File: src/rtl/dataflow_deadlock_monitor.sv
// Per-process deadlock monitor for a dataflow region: flags a process whose owned AXIS
// channels stall while its children (or itself) report blocked, with hold-off and reporting.
module dataflow_deadlock_monitor #(
  parameter int                NUM_AXIS    = 12,
  parameter int                NUM_IDLE    = 21,
  parameter int                NUM_INST    = 16,
  parameter int                NUM_SUB     = 4,
  parameter logic [NUM_AXIS-1:0] AXIS_MASK = 12'hF00,
  parameter logic [NUM_SUB-1:0]  SUB_MASK  = 4'h1,
  parameter int                SELF_CHECK  = 0,
  parameter int                INST_IDX    = 0,
  parameter int                HOLD_CYCLES = 1,
  parameter int                STICKY      = 0,
  parameter int                EVT_W       = 8,
  localparam int               CH_W        = (NUM_AXIS > 1) ? $clog2(NUM_AXIS) : 1
) (
  input  logic                clock,
  input  logic                reset,
  input  logic                clear,
  input  logic [NUM_AXIS-1:0] axis_block_sigs,
  input  logic [NUM_IDLE-1:0] inst_idle_sigs,
  input  logic [NUM_INST-1:0] inst_block_sigs,
  input  logic [NUM_SUB-1:0]  sub_block_sigs,
  output logic                block,
  output logic                suspect,
  output logic [CH_W-1:0]     block_chan,
  output logic [EVT_W-1:0]    event_count
);

  // Hold counter only needs to reach HOLD_CYCLES-1.
  localparam int                CNT_W     = (HOLD_CYCLES > 1) ? $clog2(HOLD_CYCLES) : 1;
  localparam logic [CNT_W-1:0]  HOLD_LAST = CNT_W'(HOLD_CYCLES - 1);
  localparam logic [EVT_W-1:0]  EVT_MAX   = '1;
  localparam bit                SELF_EN   = (SELF_CHECK != 0);
  localparam bit                STICKY_EN = (STICKY != 0);
  localparam bit                HOLD_ONE  = (HOLD_CYCLES <= 1);

  typedef enum logic [1:0] {
    S_IDLE,
    S_SUSPECT,
    S_BLOCKED
  } state_e;

  function automatic logic [CH_W-1:0] lowest_idx(input logic [NUM_AXIS-1:0] v);
    logic [CH_W-1:0] idx;
    idx = '0;
    for (int i = NUM_AXIS - 1; i >= 0; i--) begin
      if (v[i]) idx = CH_W'(i);
    end
    return idx;
  endfunction

  function automatic logic [EVT_W-1:0] sat_inc(input logic [EVT_W-1:0] v);
    return (v == EVT_MAX) ? v : v + EVT_W'(1);
  endfunction

  state_e              state_q, state_d;
  logic [CNT_W-1:0]    cnt_q, cnt_d;
  logic [CH_W-1:0]     chan_q, chan_d;
  logic [EVT_W-1:0]    evt_q, evt_d;

  logic [NUM_AXIS-1:0] axis_owned;
  logic                axis_any;
  logic                sub_any;
  logic                self_blk;
  logic                cond;
  logic                enter_blk;
  logic                unused_inputs;

  assign axis_owned    = axis_block_sigs & AXIS_MASK;
  assign axis_any      = |axis_owned;
  assign sub_any       = |(sub_block_sigs & SUB_MASK);
  assign self_blk      = SELF_EN & inst_block_sigs[INST_IDX] & ~inst_idle_sigs[INST_IDX];
  assign cond          = axis_any & (sub_any | self_blk);
  assign unused_inputs = ^{inst_idle_sigs, inst_block_sigs};

  always_comb begin
    state_d   = state_q;
    cnt_d     = cnt_q;
    chan_d    = chan_q;
    evt_d     = evt_q;
    enter_blk = 1'b0;

    case (state_q)
      S_IDLE: begin
        if (cond) begin
          if (HOLD_ONE) begin
            enter_blk = 1'b1;
          end else begin
            state_d = S_SUSPECT;
            cnt_d   = CNT_W'(1);
          end
        end
      end
      S_SUSPECT: begin
        if (!cond) begin
          state_d = S_IDLE;
          cnt_d   = '0;
        end else if (cnt_q == HOLD_LAST) begin
          enter_blk = 1'b1;
        end else begin
          cnt_d = cnt_q + CNT_W'(1);
        end
      end
      S_BLOCKED: begin
        // A re-rising cond while still blocked does not restart the hold-off.
        if (!cond && !STICKY_EN) state_d = S_IDLE;
      end
      default: begin
        state_d = S_IDLE;
        cnt_d   = '0;
      end
    endcase

    if (enter_blk) begin
      state_d = S_BLOCKED;
      cnt_d   = '0;
      chan_d  = lowest_idx(axis_owned);
      evt_d   = sat_inc(evt_q);
    end

    // Clear wins over everything, including an entry into BLOCKED this cycle.
    if (clear) begin
      state_d = S_IDLE;
      cnt_d   = '0;
      chan_d  = '0;
      evt_d   = '0;
    end
  end

  always_ff @(posedge clock) begin
    if (reset) begin
      state_q <= S_IDLE;
      cnt_q   <= '0;
      chan_q  <= '0;
      evt_q   <= '0;
    end else begin
      state_q <= state_d;
      cnt_q   <= cnt_d;
      chan_q  <= chan_d;
      evt_q   <= evt_d;
    end
  end

  assign block       = (state_q == S_BLOCKED);
  assign suspect     = (state_q == S_SUSPECT);
  assign block_chan  = chan_q;
  assign event_count = evt_q;

endmodule
File: config.mk
export PLATFORM = sky130hd
export DESIGN_NAME = dataflow_deadlock_monitor
export DESIGN_NICKNAME = d
export VERILOG_FILES = /design/src/rtl/dataflow_deadlock_monitor.sv
export SDC_FILE = /design/constraint.sdc
export NUM_CORES = 1
export LEC_CHECK = 0
export BUFFER_PORTS_ARGS = -buffer_cell sky130_fd_sc_hd__buf_4
export CAP_MARGIN = 10
export CORE_ASPECT_RATIO = 0.6
export CORE_MARGIN = 2
export CORE_UTILIZATION = 25
export DETAILED_ROUTE_END_ITERATION = 6
export PLACE_DENSITY = 0.73
export RECOVER_POWER = 25
export SLEW_MARGIN = 5
export SYNTH_ARGS = -nofsm -noshare
export SYNTH_HDL_FRONTEND = slang
export SYNTH_SLANG_ARGS = --single-unit
File: constraint.sdc
create_clock -name clock -period 2.2 [get_ports clock]
set_clock_uncertainty 0.05 [all_clocks]
set_input_delay 0.66 -clock clock [delete_from_list [all_inputs] [get_ports clock]]
set_output_delay 0.66 -clock clock [all_outputs]
set_load 0.1 [all_outputs]
==> results.md <==
| Stage | Metric | This run |
| --- | --- | --- |
| pwr | Total power of the final layout | 518 uW |
| synth | Number of enable flip-flop cells after synthesis | 0 |
| floorplanning | Total Die Area | 3040 um2 |
| place | Number of cells after detailed placement | 125 |
| synth | Top post-synthesis cells by area | dfxtp_1 37%, mux2i_1 7.7%, nand2_1 5.2% |
| place | Placed wire-length estimate after detailed placement | 1170 um |
| timing | Final-report hold violation count | 0 |
| floorplanning | Chip Width | 69.9 um |
| timing | Worst rel slew slack | 63.9% |
| setup path | R2R Path Start | event_count[0] |
| clocking | Latest clock arrival within the worst-skew pair | 0.24 ns |
| setup path | Critical Path Fanout Max | 8 |
| setup path | Nature of the critical path startpoint | primary input |
| floorplanning | IO Pins | 70 |
| hold path | Number of instances on the worst hold path | 2 |
| synth | Async S/R FF share, synth | 0% |
| global routing | Via count of the first global-routing pass | 559 |
| place | Port-buffer cells | 19 |
| synth | Gate count of the mapped netlist | 74 |
| drt | Initial DRC count | 20 |
| setup path | Largest stage delay on the critical path | 0.41 ns |
| synth | Cell accounting for the most synthesized area | dfxtp_1 |
| clocking | CTS Hold Bufs | 0 |
| setup path | Reg2Reg Depth | 4 |
| clocking | Buffers inserted by post-CTS timing repair | 0 |
| drt | Post-DRT Antenna Nets | 0 |
| cells and area | Final antenna diode count | 0 |
| timing | Unrepaired setup endpoints after global routing | no |
| setup path | Endpoint of the most critical register-to-register path | event_count[2] |
| cells and area | Most common cell after layout, fill and taps aside | buf_4 |
| setup path | CP delay by family, top | simple AND/OR/NAND/NOR gates |
| cells and area | Total number of nets in the final design | 156 |
| hold path | Path category of the worst min-delay check | reg2reg |
| clocking | Clock edge transition at the registers on the reported setup and hold paths | 0.05 ns |
| timing | Hold_ws | 0.417 ns |
| global routing | Total congestion overflow after global routing | 0 |
| setup path | Critical path buffers and inverters | 1 |
| synth | Post-Synthesis Cell Area | 651 um2 |
| clocking | Number of sinks handled by clock tree synthesis | 12 |
| hold path | Origin of the worst min-delay path | block_chan[0] |
| timing | Fin. max-slew vios | 0 |
| synth | Part of the Yosys area used for sequential elements | 36.9% |
| timing | Highest attainable clock frequency | 506 MHz |
| global routing | Maximum number of pins on one net before global-route repair | 9 |
| drt | Final Routed Wirelength | 1490 um |
| floorplanning | Die Y | 43.5 um |
| setup path | Data required time at the worst endpoint | 2.28 ns |
| clocking | Count of cells resized by post-cts repair | 0 |
| place | Post-placement cell area | 836 um2 |
| drt | First-pass detailed-route iteration total | 4 |
| global routing | Number of antenna violations at the first check in global routing | 0 |
| clocking | CTS tree | yes |
| pwr | Worst vdd rail ir drop | 0.000173 V |
| pwr | Leakage power figure | 0.000347 uW |
| cells and area | Layout cell share with drive strength beyond 1 | 34.4% |
| setup path | Slowest-stage cell, CP | nor4_1 |
| hold path | End of the worst hold path | block_chan[0] |
| synth | Synthesis warning total | 0 |
| synth | Primary FF master, synth | dfxtp_1 |
| setup path | Critical Path, Cell by Cell | buf_4 -> nor4_1 -> nor2b_1 -> ha_1 -> and3_1 -> o2111a_1 -> mux2i_1 |
| cells and area | Top library cells by usage in the layout, fill and taps aside | 16 x buf_4, 12 x dfxtp_1, 9 x nand2_1 |
| clocking | Number of buffers added by the clock tree synthesis step | 3 |
| timing | Final worst-path cycle share | 89.8% |
| synth | Avg Cell Area, Syn | 8.79 um2 |
| setup path | CP Data Arrival Time | 2.05 ns |
| timing | Slew at the pin closest to its max-slew limit | 0.544 ns |
| timing | Setup-failing EPs final | 0 |
| timing | Final Critical Period | 1.98 ns |
| run | Number of max-capacitance violations reported | 0 |
| global routing | First-pass GRT wire length | 2460 um |
| cells and area | Post-Layout Inst Area | 862 um2 |
| outcome | Status | finished, final reports clean |
| pwr | Total power density per cell area | 600 nW/um2 |
| setup path | Nature of the critical path endpoint | flop |
| global routing | GRT Overall Usage | 10.5% |
| clocking | Clk Tree Root Cell | clkbuf_8 |
| setup path | Setup slack of the most critical reg-to-reg path | 0.63 ns |
| floorplanning | Initial standard-cell utilization of the core | 26.2% |
| clocking | Clock tree buffer depth | 2 |
| cells and area | Number of cells in the finished layout apart from fillers | 128 |
| synth | Register bit count reported by yosys | 12 |
| cells and area | P&R area growth vs syn | 32.5% |
| synth | Proportion of netlist area held by the largest area contributor | 36.9% |
| drt | Vias per inst | 4.90 |
| synth | Yosys cell types | 33 |
| place | Final GP Congestion | 0.775 |
| clocking | Total number of H-tree levels | 1 |
| drt | Via count of the routed design | 627 |
| drt | Number of design rule violations left after detail routing | 0 |
| setup path | Setup CP Type | in2reg |
| drt | Wirelength per Cell | 11.7 um |
| floorplanning | Core Box Area | 2490 um2 |
| floorplanning | Cell row count | 14 |
==> state kept, by name, summed over array words and instances, names as in the netlist <==
name	cells
state_q	1
block_chan	3
event_count	8
==> worst min-delay path: cells and delay by family, from the launching register on <==
family          cells  cell delay (ns)
flops               1             0.31
compound gates      1             0.05
simple gates        1             0.06
==> cell usage after synthesis, types with 2 or more instances <==
cell,count
dfxtp_1,12
nand2_1,9
a21oi_1,5
mux2i_1,5
nor2_1,4
nor2b_1,4
a211oi_1,2
a311oi_1,2
buf_4,2
ha_1,2
inv_1,2
nor4_1,2
o31a_2,2
or3_1,2
==> worst max path at each step <==
stage	from	end	slack, ns	cells after the start
after floorplan	event_count[0]	event_count[2]	0.005	4
after global placement	axis_block_sigs[8]	event_count[5]	0.02	7
after detailed placement	axis_block_sigs[8]	event_count[5]	-0.03	7
after CTS	axis_block_sigs[8]	event_count[5]	0.19	7
after global routing	axis_block_sigs[8]	event_count[7]	0.05	7
final	axis_block_sigs[8]	event_count[5]	0.22	7
==> metal layers <==
metal | share of wire, % | wire length [um] | vias up | track usage (%)
met5 | 0 | 0 | - | 0
met4 | 2.7 | 41 | 0 | 7.69
met3 | 4.8 | 72 | 5 | 1.86
met2 | 44 | 664 | 21 | 16.4
met1 | 48 | 716 | 290 | 13.5
li1 | - | - | 311 | -
==> stage by stage <==
stage                     TNS [ns]  utilization (%)  worst slack, ns
final                            0             34.7            0.225
after detailed placement   -0.0748             33.6          -0.0345
after floorplan                  0                -          0.00467
after global routing             0             34.7           0.0538
after CTS                        0             35.3            0.191
after global placement           0             33.6           0.0186
==> cells by family after synthesis <==
| kind of cell | share of synthesized area (%) |
|---|---|
| AND/OR/NAND/NOR | 27.1 |
| AO/OA/AOI/OAI | 19.0 |
| multiplexers | 7.69 |
| flip-flops | 36.9 |
| buffers and inverters | 4.81 |
| other | 0.576 |
| adder cells (fa/ha/maj) | 3.85 |
==> area by class of cell <==
| class | count | area [um2] |
|---|---|---|
| fill | 254 | 1630 |
| inverter | 2 | 7.51 |
| clock buffer | 3 | 41.3 |
| sequential | 12 | 240 |
| tap | 32 | 40.0 |
| timing repair buffer | 22 | 150 |
| multi-input combinational | 57 | 383 |
==> power by group <==
part           leakage (uW)  internal [uW]  switching [uW]
Combinational      0.000228           27.7            64.5
Sequential        0.0000971            221            3.26
Clock             0.0000216            121            80.0
No activity file was read; power rests on OpenSTA's default activity.
